File: src/rtl/imem_loader_pkg.sv
// Shared constants for the instruction-memory loader: FSM encodings and default sizing.
// Optional checksum support is enabled with IMEM_LOADER_CHECKSUM_EN.
package imem_loader_pkg;

  localparam int DATA_W       = 32;
  localparam int ADDR_W_DEF   = 10;
  localparam int DEPTH_DEF    = 1024;
  localparam int HOLD_CYC_DEF = 4;

  localparam logic [1:0] ST_IDLE = 2'd0;
  localparam logic [1:0] ST_LOAD = 2'd1;
  localparam logic [1:0] ST_HOLD = 2'd2;
  localparam logic [1:0] ST_RUN  = 2'd3;

endpackage

File: src/rtl/imem_loader_if.sv
// Host-to-loader stream, instruction-memory write port and processor control bundle.
// Checksum signals exist only when IMEM_LOADER_CHECKSUM_EN is defined.
interface imem_loader_if
  import imem_loader_pkg::*;
#(
  parameter int ADDR_W = ADDR_W_DEF
) ();

  logic              load_start;
  logic [ADDR_W:0]   load_count;
  logic              in_valid;
  logic [DATA_W-1:0] in_data;
  logic              in_ready;
  logic              mem_we;
  logic [ADDR_W-1:0] mem_addr;
  logic [DATA_W-1:0] mem_wdata;
  logic              cpu_reset_n;
  logic              busy;
  logic              done;
  logic              error;
`ifdef IMEM_LOADER_CHECKSUM_EN
  logic [DATA_W-1:0] expected_sum;
  logic [DATA_W-1:0] checksum;
`endif

  modport master (
    output load_start, load_count, in_valid, in_data,
`ifdef IMEM_LOADER_CHECKSUM_EN
    output expected_sum,
    input  checksum,
`endif
    input  in_ready, mem_we, mem_addr, mem_wdata, cpu_reset_n, busy, done, error
  );

  modport slave (
    input  load_start, load_count, in_valid, in_data,
`ifdef IMEM_LOADER_CHECKSUM_EN
    input  expected_sum,
    output checksum,
`endif
    output in_ready, mem_we, mem_addr, mem_wdata, cpu_reset_n, busy, done, error
  );

endinterface

File: src/rtl/imem_loader_sum.sv
// Modulo-2^32 accumulator of accepted instruction words; used only with IMEM_LOADER_CHECKSUM_EN.
// Sum updates on the handshake edge, so it already includes a word in the cycle after acceptance.
module imem_loader_sum
  import imem_loader_pkg::*;
(
  input  logic              i_clk,
  input  logic              i_rst,
  input  logic              i_clr,
  input  logic              i_add_vld,
  input  logic [DATA_W-1:0] i_add_dat,
  output logic [DATA_W-1:0] o_sum
);

  logic [DATA_W-1:0] r_sum;

  always_ff @(posedge i_clk) begin
    if (i_rst || i_clr) begin
      r_sum <= '0;
    end else if (i_add_vld) begin
      r_sum <= r_sum + i_add_dat;
    end
  end

  assign o_sum = r_sum;

endmodule

File: src/rtl/imem_loader.sv
// Streams words into instruction memory and holds the processor in reset until HOLD_CYC cycles after the last write.
// Optional checksum verification before release is enabled with IMEM_LOADER_CHECKSUM_EN.
module imem_loader
  import imem_loader_pkg::*;
#(
  parameter int ADDR_W   = ADDR_W_DEF,
  parameter int DEPTH    = DEPTH_DEF,
  parameter int HOLD_CYC = HOLD_CYC_DEF
) (
  input  logic         i_clk,
  input  logic         i_rst,
  imem_loader_if.slave bus
);

  localparam int              HOLD_W  = $clog2(HOLD_CYC + 1);
  localparam logic [ADDR_W:0] L_DEPTH = (ADDR_W + 1)'(DEPTH);

  logic [1:0]        r_state;
  logic [ADDR_W:0]   r_count;
  logic [ADDR_W-1:0] r_wcnt;
  logic [HOLD_W-1:0] r_hold;
  logic              r_mem_we;
  logic [ADDR_W-1:0] r_mem_addr;
  logic [DATA_W-1:0] r_mem_wdata;
  logic              r_cpu_reset_n;
  logic              r_done;
  logic              r_error;

  logic w_can_start;
  logic w_cnt_ok;
  logic w_start_ok;
  logic w_start_bad;
  logic w_hs;
  logic w_last;
  logic w_hold_end;

  assign w_can_start = (r_state == ST_IDLE) || (r_state == ST_RUN);
  assign w_cnt_ok    = (bus.load_count != '0) && (bus.load_count <= L_DEPTH);
  assign w_start_ok  = bus.load_start && w_can_start && w_cnt_ok;
  assign w_start_bad = bus.load_start && w_can_start && !w_cnt_ok;
  assign w_hs        = bus.in_valid && (r_state == ST_LOAD);
  assign w_last      = ({1'b0, r_wcnt} == (r_count - (ADDR_W + 1)'(1)));
  assign w_hold_end  = (r_hold == HOLD_W'(HOLD_CYC - 1));

`ifdef IMEM_LOADER_CHECKSUM_EN
  logic [DATA_W-1:0] r_exp_sum;
  logic [DATA_W-1:0] w_sum;

  imem_loader_sum u_sum (
    .i_clk     (i_clk),
    .i_rst     (i_rst),
    .i_clr     (w_start_ok),
    .i_add_vld (w_hs),
    .i_add_dat (bus.in_data),
    .o_sum     (w_sum)
  );

  assign bus.checksum = w_sum;

  always_ff @(posedge i_clk) begin
    if (i_rst) begin
      r_exp_sum <= '0;
    end else if (w_start_ok) begin
      r_exp_sum <= bus.expected_sum;
    end
  end
`endif

  always_ff @(posedge i_clk) begin
    if (i_rst) begin
      r_state       <= ST_IDLE;
      r_count       <= '0;
      r_wcnt        <= '0;
      r_hold        <= '0;
      r_mem_we      <= 1'b0;
      r_mem_addr    <= '0;
      r_mem_wdata   <= '0;
      r_cpu_reset_n <= 1'b0;
      r_done        <= 1'b0;
      r_error       <= 1'b0;
    end else begin
      r_mem_we <= 1'b0;
      case (r_state)
        ST_IDLE, ST_RUN: begin
          // A reload from RUN drops the processor back into reset immediately.
          if (w_start_ok) begin
            r_count       <= bus.load_count;
            r_wcnt        <= '0;
            r_error       <= 1'b0;
            r_cpu_reset_n <= 1'b0;
            r_done        <= 1'b0;
            r_state       <= ST_LOAD;
          end else if (w_start_bad) begin
            r_error <= 1'b1;
          end
        end
        ST_LOAD: begin
          if (w_hs) begin
            r_mem_we    <= 1'b1;
            r_mem_addr  <= r_wcnt;
            r_mem_wdata <= bus.in_data;
            r_wcnt      <= r_wcnt + 1'b1;
            if (w_last) begin
              r_hold  <= '0;
              r_state <= ST_HOLD;
            end
          end
        end
        ST_HOLD: begin
          if (w_hold_end) begin
`ifdef IMEM_LOADER_CHECKSUM_EN
            if (w_sum != r_exp_sum) begin
              r_error <= 1'b1;
              r_state <= ST_IDLE;
            end else begin
              r_cpu_reset_n <= 1'b1;
              r_done        <= 1'b1;
              r_state       <= ST_RUN;
            end
`else
            r_cpu_reset_n <= 1'b1;
            r_done        <= 1'b1;
            r_state       <= ST_RUN;
`endif
          end else begin
            r_hold <= r_hold + 1'b1;
          end
        end
        default: r_state <= ST_IDLE;
      endcase
    end
  end

  assign bus.in_ready    = (r_state == ST_LOAD);
  assign bus.busy        = (r_state == ST_LOAD) || (r_state == ST_HOLD);
  assign bus.mem_we      = r_mem_we;
  assign bus.mem_addr    = r_mem_addr;
  assign bus.mem_wdata   = r_mem_wdata;
  assign bus.cpu_reset_n = r_cpu_reset_n;
  assign bus.done        = r_done;
  assign bus.error       = r_error;

endmodule

File: src/flat_wrapper.sv
// flat-port wrapper written by rule: the top's interface ports become plain ports
module imem_loader_flat import imem_loader_pkg::*;
#(
  parameter int ADDR_W   = ADDR_W_DEF,
  parameter int DEPTH    = DEPTH_DEF,
  parameter int HOLD_CYC = HOLD_CYC_DEF
)
  (i_clk, i_rst, bus_load_start, bus_load_count, bus_in_valid, bus_in_data, bus_in_ready, bus_mem_we, bus_mem_addr, bus_mem_wdata, bus_cpu_reset_n, bus_busy, bus_done, bus_error);
  imem_loader_if #(.ADDR_W(ADDR_W)) bus_i ();
  input  logic i_clk;
  input  logic i_rst;
  input wire logic [$bits(bus_i.load_start)-1:0] bus_load_start;
  input wire logic [$bits(bus_i.load_count)-1:0] bus_load_count;
  input wire logic [$bits(bus_i.in_valid)-1:0] bus_in_valid;
  input wire logic [$bits(bus_i.in_data)-1:0] bus_in_data;
  output wire logic [$bits(bus_i.in_ready)-1:0] bus_in_ready;
  output wire logic [$bits(bus_i.mem_we)-1:0] bus_mem_we;
  output wire logic [$bits(bus_i.mem_addr)-1:0] bus_mem_addr;
  output wire logic [$bits(bus_i.mem_wdata)-1:0] bus_mem_wdata;
  output wire logic [$bits(bus_i.cpu_reset_n)-1:0] bus_cpu_reset_n;
  output wire logic [$bits(bus_i.busy)-1:0] bus_busy;
  output wire logic [$bits(bus_i.done)-1:0] bus_done;
  output wire logic [$bits(bus_i.error)-1:0] bus_error;
  assign bus_i.load_start = bus_load_start;
  assign bus_i.load_count = bus_load_count;
  assign bus_i.in_valid = bus_in_valid;
  assign bus_i.in_data = bus_in_data;
  assign bus_in_ready = bus_i.in_ready;
  assign bus_mem_we = bus_i.mem_we;
  assign bus_mem_addr = bus_i.mem_addr;
  assign bus_mem_wdata = bus_i.mem_wdata;
  assign bus_cpu_reset_n = bus_i.cpu_reset_n;
  assign bus_busy = bus_i.busy;
  assign bus_done = bus_i.done;
  assign bus_error = bus_i.error;
  imem_loader #(.ADDR_W(ADDR_W), .DEPTH(DEPTH), .HOLD_CYC(HOLD_CYC)) u_core (.i_clk(i_clk), .i_rst(i_rst), .bus(bus_i));
endmodule
File: config.mk
export PLATFORM = sky130hd
export DESIGN_NAME = imem_loader_flat
export DESIGN_NICKNAME = d
export VERILOG_FILES = /design/src/rtl/imem_loader_pkg.sv /design/src/rtl/imem_loader_if.sv /design/src/rtl/imem_loader_sum.sv /design/src/rtl/imem_loader.sv /design/src/flat_wrapper.sv
export SDC_FILE = /design/constraint.sdc
export NUM_CORES = 1
export LEC_CHECK = 0
export ABC_AREA = 1
export CELL_PAD_IN_SITES_DETAIL_PLACEMENT = 0
export CELL_PAD_IN_SITES_GLOBAL_PLACEMENT = 1
export CORE_MARGIN = 10
export CORE_UTILIZATION = 30
export DETAILED_ROUTE_END_ITERATION = 6
export GPL_ROUTABILITY_DRIVEN = 1
export GPL_TIMING_DRIVEN = 0
export PLACE_DENSITY_LB_ADDON = 0.1
export SETUP_SLACK_MARGIN = 0.4
export SYNTH_ARGS = -nofsm -noshare
export SYNTH_HDL_FRONTEND = slang
export SYNTH_SLANG_ARGS = --single-unit
File: constraint.sdc
create_clock -name i_clk -period 1.6 [get_ports i_clk]
set_input_delay 0.48 -clock i_clk [delete_from_list [all_inputs] [get_ports i_clk]]
set_output_delay 0.48 -clock i_clk [all_outputs]
set_load 0.03 [all_outputs]
After elaboration in Yosys (flattened, before gate mapping) --
Cells that the tools add are included.
Word-level totals: register bits after elaboration 71, input port bits 47, output and inout bits 48, word-level logic and storage cells 65
Operators by class: $add $sub $neg 3, order comparisons 1, eq/ne operators 10, multiplexer cells 18, bitwise operators 1, reduce and logical (&&, ||, !) cells 23
Operators with widths (number):
- 10-bit two-way mux | 2
- 10-bit one-hot mux with 2 select lines | 1
- 10-bit by 11-bit == test with 1-bit output | 1
- 11-bit <= comparator, second input constant | 1
- 11-bit nonzero test | 1
- 11-bit by 1-bit subtractor with 11-bit output, second input constant | 1
- 10-bit by 1-bit adder with 10-bit output, second input constant | 1
- 3-bit two-way mux | 3
- 2-bit two-way mux | 4
- 2-bit by 1-bit != test with 1-bit output, second input constant | 4
- 4-bit AND reduction | 2
- 2-bit nonzero test | 4
- 2-bit one-hot mux with 3 select lines | 1
- 3-bit one-hot mux with 2 select lines | 1
- 2-bit AND reduction | 3
- 3-bit AND reduction | 2
- 1-bit logical AND | 5
- 1-bit two-way mux | 5
- 2-bit == test, second input constant | 2
- 2-bit OR reduction | 2
- 3-bit by 1-bit adder with 3-bit output, second input constant | 1
- 3-bit by 2-bit == test with 1-bit output, second input constant | 1
- 2-bit by 1-bit == test with 1-bit output, second input constant | 1
- 2-bit logical NOT | 1
- 5 further kinds | 6

Depth between registers and ports, before layout --
word-level depth 6, depth in mapped cells 15, gate-level depth less buffers 15

Least setup slack after synthesis --
No wires, ideal clock.
path kind flip-flop to flip-flop, start reg u_core.r_state[1], end reg u_core.r_wcnt[3], library setup time 118 ps, arrival 1650 ps, required time 1482 ps, setup slack -168 ps, cell stages (with the launch flop) 10, path buffers 2, clock period less this slack 1768 ps, cells stage by stage dfxtp_1 -> inv_1 -> ha_1 -> nand2_1 -> clkbuf_1 -> nand2_1 -> nand2_1 -> buf_4 -> nor3_1 -> nor2_1
On the way: elaborated cells on any way between the ends 13, those cells by class eq/ne (4); mux (1); reduce/logical (8)
RTL lines:
- start, declared | line imem_loader.sv:18 | logic [1:0] r_state;
- start signal, assigned | line imem_loader.sv:71 | r_state <= ST_IDLE;
- start signal, assigned | line imem_loader.sv:92 | r_state <= ST_LOAD;
- start signal, assigned | line imem_loader.sv:105 | r_state <= ST_HOLD;
- 2-bit by 1-bit == test with 1-bit output *
- net bus_in_ready | line flat_wrapper.sv:16 | output wire logic [$bits(bus_i.in_ready)-1:0] bus_in_ready;
- 1-bit logical AND | line imem_loader.sv:41 | assign w_hs = bus.in_valid && (r_state == ST_LOAD);
- 2-bit by 1-bit != test with 1-bit output (no source line)
- 3-bit AND reduction (no source line)
- end signal, assigned | line imem_loader.sv:102 | r_wcnt <= r_wcnt + 1'b1;
- end, declared | line imem_loader.sv:20 | logic [ADDR_W-1:0] r_wcnt;
Mark *: on every way through the listed nets, which the timed path passes. The rest lies on a longest branch. A chain may end at the register's enable or synchronous reset.

Final worst setup path --
start reg u_core.r_count[0], end reg u_core.r_hold[1]
On the way: longest elaborated chain between the ends 4
Ends and longest elaborated chain:
- start, declared | line imem_loader.sv:19 | logic [ADDR_W:0] r_count;
- start signal, assigned | line imem_loader.sv:87 | r_count <= bus.load_count;
- 11-bit by 1-bit subtractor with 11-bit output | line imem_loader.sv:42 | assign w_last = ({1'b0, r_wcnt} == (r_count - (ADDR_W + 1)'(1)));
- 10-bit by 11-bit == test with 1-bit output | line imem_loader.sv:42
- 2-bit by 1-bit != test with 1-bit output (no source line)
- 4-bit AND reduction (no source line)
- end signal, assigned | line imem_loader.sv:126 | r_hold <= r_hold + 1'b1;
- end, declared | line imem_loader.sv:21 | logic [HOLD_W-1:0] r_hold;
Every way passes these cells.

==> run metrics <==
Internal 0.00535 W; worst min-delay path endpoint u_core.r_count[1]$_SDFFE_PP0P_; TritonCTS clock tree yes; number of buffers inserted for hold repair after clock tree synthesis 0; total standard cell area after synthesis 3270 µm²; H-tree depth 3; maximum VDD drop 1020 µV; Distinct cells, synth 31; total clock buffers created by CTS 9; startpoint types register; largest driver fanout on the critical path 5; hold path start bus_load_count[1]; area of the core 10700 µm²; final worst-path setup slack -206 ps; Worst Path Required 1840 ps; Ant. Diodes 0; total area of multi-input combinational cells 2300 µm²; number of register bits inferred by synthesis 71; Final nets 656; grt total ovfl 0; Critical Path Max Stage Delay 350 ps; number of clock sinks 71; data arrival time of the worst path 2050 ps; part of the power in combinational logic 59.3%; launch point of the worst reg-to-reg path u_core.r_count[0]$_SDFFE_PP0P_; unrepaired setup endpoints after global routing yes; TritonRoute pass-1 iters 4; maximum buffer depth of the clock tree 2; share of the synthesized area in the top cell type 43.4%; slew at the pin closest to its max-slew limit 497 ps; highest attainable clock frequency 0.554 GHz; per-cell routed wire length 15.0 µm; cell count of the worst hold path 3; Global Route Usage Sum 13.4%; cell-by-cell trace of the critical path inv_4 > ha_4 > inv_2 > nand2_1 > nand2_1 > nor2_1 > nand3_1 > nor2_2 > nand2_2 > nor2_4 > nand3_4 > nand2_4 > nand3_1 > nand2_1 > nor2_1; number of warnings reported in the yosys synthesis log 0; Post-Place Cells 697; Leak Pwr 2.46 nW; switch share 42.9%; clock power share 13.9%; Max-slew headroom 66.8%; slowest cell on the critical path dfxtp_2; register clock-pin slew on the reported worst setup and hold paths 80 ps; capture instance of the worst register-to-register path u_core.r_hold[1]$_SDFFE_PP0P_; clock latency at the later pin of the worst-skew pair 340 ps; path type of the worst setup path register to register; cell types with the largest area share after synthesis dfxtp_1 (43%), nor2_1 (13%), o21ai_0 (8.6%); register area 1500 µm²; status finished, violations left; pin count of the biggest net entering global routing 13; post-synthesis instance total 463; net count after synthesis 517; total via count in the routed design 3423; total of fill cells in the finished design 1034; final worst clock skew 13.1 ps; number of antenna violations at the first check in global routing 0; Placement Rows 38; part of the power in registers 26.9%; number of max-cap violations 0; wire length of the first global-routing pass 17500 µm; Die Width 124 µm; final hold violations 0; die span in y 124 µm; critical path capture point type register; I/O pin total 95; DRT antenna net count 0; Detailed Route Iter0 Violations 133; power per unit of standard cell area 1560 nW/µm²; Worst R2R Path Depth 15; power dissipated by switching net loads 0.00401 W; count of endpoints failing setup in the final report 27; IO Port Bufs 94; Die ar. 15500 µm²; final count of pins violating max slew 0; post-synthesis area per instance 7.07 µm²; Initial Utilization 30.5%; Root Buffer clkbuf_8; cell taking the most area after synthesis dfxtp_1; routability cong. 0.766; Power Total 0.00936 W; failing checks setup timing; wire length reported by the detailed router 11200 µm; growth of design area from synthesis to finish 82.9%; DP Wirelength 7490 µm; sequential cell area fraction in the yosys report 43.4%; final critical delay including setup and external delays 1810 ps; class of the most critical hold timing path primary input to register; Util after Layout 55.7%; fin cells 747; layout cells sized above 1 51.4%; final clock period utilization by the worst path 113%; Most common cell on crit path nand2_1; via count normalized by instance count 4.58; FF-to-FF setup slack -210 ps; count of unresolved DRC violations after routing 0; number of global-route vias before repair 3381
==> cell type report <==
| class | count | share of cell area [%] |
|---|---|---|
| well taps | 140 | 2.93 |
| multi-input cells | 333 | 38.4 |
| clock inverters | 5 | 0.564 |
| clock buffers | 11 | 2.36 |
| flip-flops and latches | 71 | 25.0 |
| repair buffers | 127 | 22.7 |
| inverters | 38 | 2.80 |
| plain buffers | 22 | 5.31 |
==> Yosys cell counts, drive strengths merged <==
| master | number |
|---|---|
| o21bai | 1 |
| nand3 | 20 |
| a21boi | 1 |
| xnor2 | 5 |
| clkbuf | 16 |
| o21ai | 57 |
| o21a | 1 |
| buf | 6 |
| ha | 7 |
| inv | 38 |
| nand4 | 4 |
| nor3 | 4 |
| nand2 | 70 |
| nand3b | 2 |
| dfxtp | 71 |
| xor2 | 7 |
| or2 | 2 |
| a21oi | 33 |
| nor2 | 118 |
==> registers in the layout (all words and copies together) (netlist names) <==
register              count
u_core.r_state            2
u_core.bus.mem_addr      10
u_core.r_count           11
u_core.bus.done           1
u_core.r_hold             3
u_core.bus.error          1
u_core.bus.mem_wdata     32
u_core.r_wcnt            10
u_core.bus.mem_we         1
==> kinds of logic after synthesis <==
family	share of synthesized area, %
buffers and inverters	7.22
AOI/OAI and AO/OA	14.7
DFF	43.4
xor gates and xnor gates	3.21
and+or+nand+nor	28.8
adders and majority gates	2.68
==> cell usage in the layout (no fill, tap or decap), types with 7 or more instances in the layout <==
cell type	count
xor2_1	7
clkbuf_16	10
nand2_1	53
inv_1	24
nor2_1	71
nor2_4	34
nand3_1	14
clkbuf_8	10
buf_6	57
buf_4	18
clkdlybuf4s50_1	33
o21ai_2	20
dfxtp_1	23
nor2_2	12
a21oi_2	26
o21ai_0	11
dfxtp_2	42
clkbuf_2	8
o21ai_1	22
inv_2	10
nand2_4	11
==> per-layer routing <==
metal / vias to the layer above / routed length, µm / track usage, %
met5: - / 0 / 0
met4: 0 / 136 / 3.63
met3: 10 / 393 / 3.53
met2: 55 / 5590 / 22.7
met1: 1593 / 5050 / 16.3
li1: 1765 / - / -
==> power by group through the flow <==
stage          Sequential, W  Clock, W  Combinational [W]
3_5_place_dp         0.00240         0            0.00368
6_report             0.00252   0.00130            0.00555
3_3_place_gp         0.00239         0            0.00364
4_1_cts              0.00245   0.00135            0.00444
5_1_grt              0.00256   0.00143            0.00599
2_1_floorplan        0.00280         0            0.00209
==> per-stage QoR <==
stage	hold slack, ps	area (µm²)	setup WS, ps	setup TNS, ps
final	452	5990	-206	-1450
after global routing	455	5990	-388	-3750
after CTS	478	5220	-201	-1250
after detailed placement	457	4540	-661	-29440
after global placement	450	4540	-629	-28100
after floorplan	450	3430	9.20	0
==> worst max path at each step <==
stage	slack (ps)	from	end
after floorplan	9	u_core.r_count[0]$_SDFFE_PP0P_	u_core.r_hold[0]$_SDFFE_PP0P_
after global placement	-630	bus_load_count[2]	u_core.r_wcnt[3]$_SDFFE_PP0P_
after detailed placement	-660	bus_load_count[2]	u_core.r_wcnt[3]$_SDFFE_PP0P_
after CTS	-200	u_core.r_count[0]$_SDFFE_PP0P_	u_core.r_hold[1]$_SDFFE_PP0P_
after global routing	-390	u_core.r_count[0]$_SDFFE_PP0P_	u_core.r_hold[1]$_SDFFE_PP0P_
final	-210	u_core.r_count[0]$_SDFFE_PP0P_	u_core.r_hold[1]$_SDFFE_PP0P_
==> worst max-delay path, delay by kind of cell, from the launching register on <==
family | cells | cell delay, ps
buf+inv | 2 | 70
fa+ha+maj | 1 | 250
flops | 1 | 350
simple gates | 12 | 1050
==> what timing repair did <==
item | CTS | global route
setup buffers | 10 | 15
resized for setup | 476 | 172
gates cloned | 3 | 6
pin swaps | 16 | 39
setup endpoints to repair | 119 | 119
hold endpoints to repair | 0 | 0
Note: power is estimated with default switching activity, not from simulation.
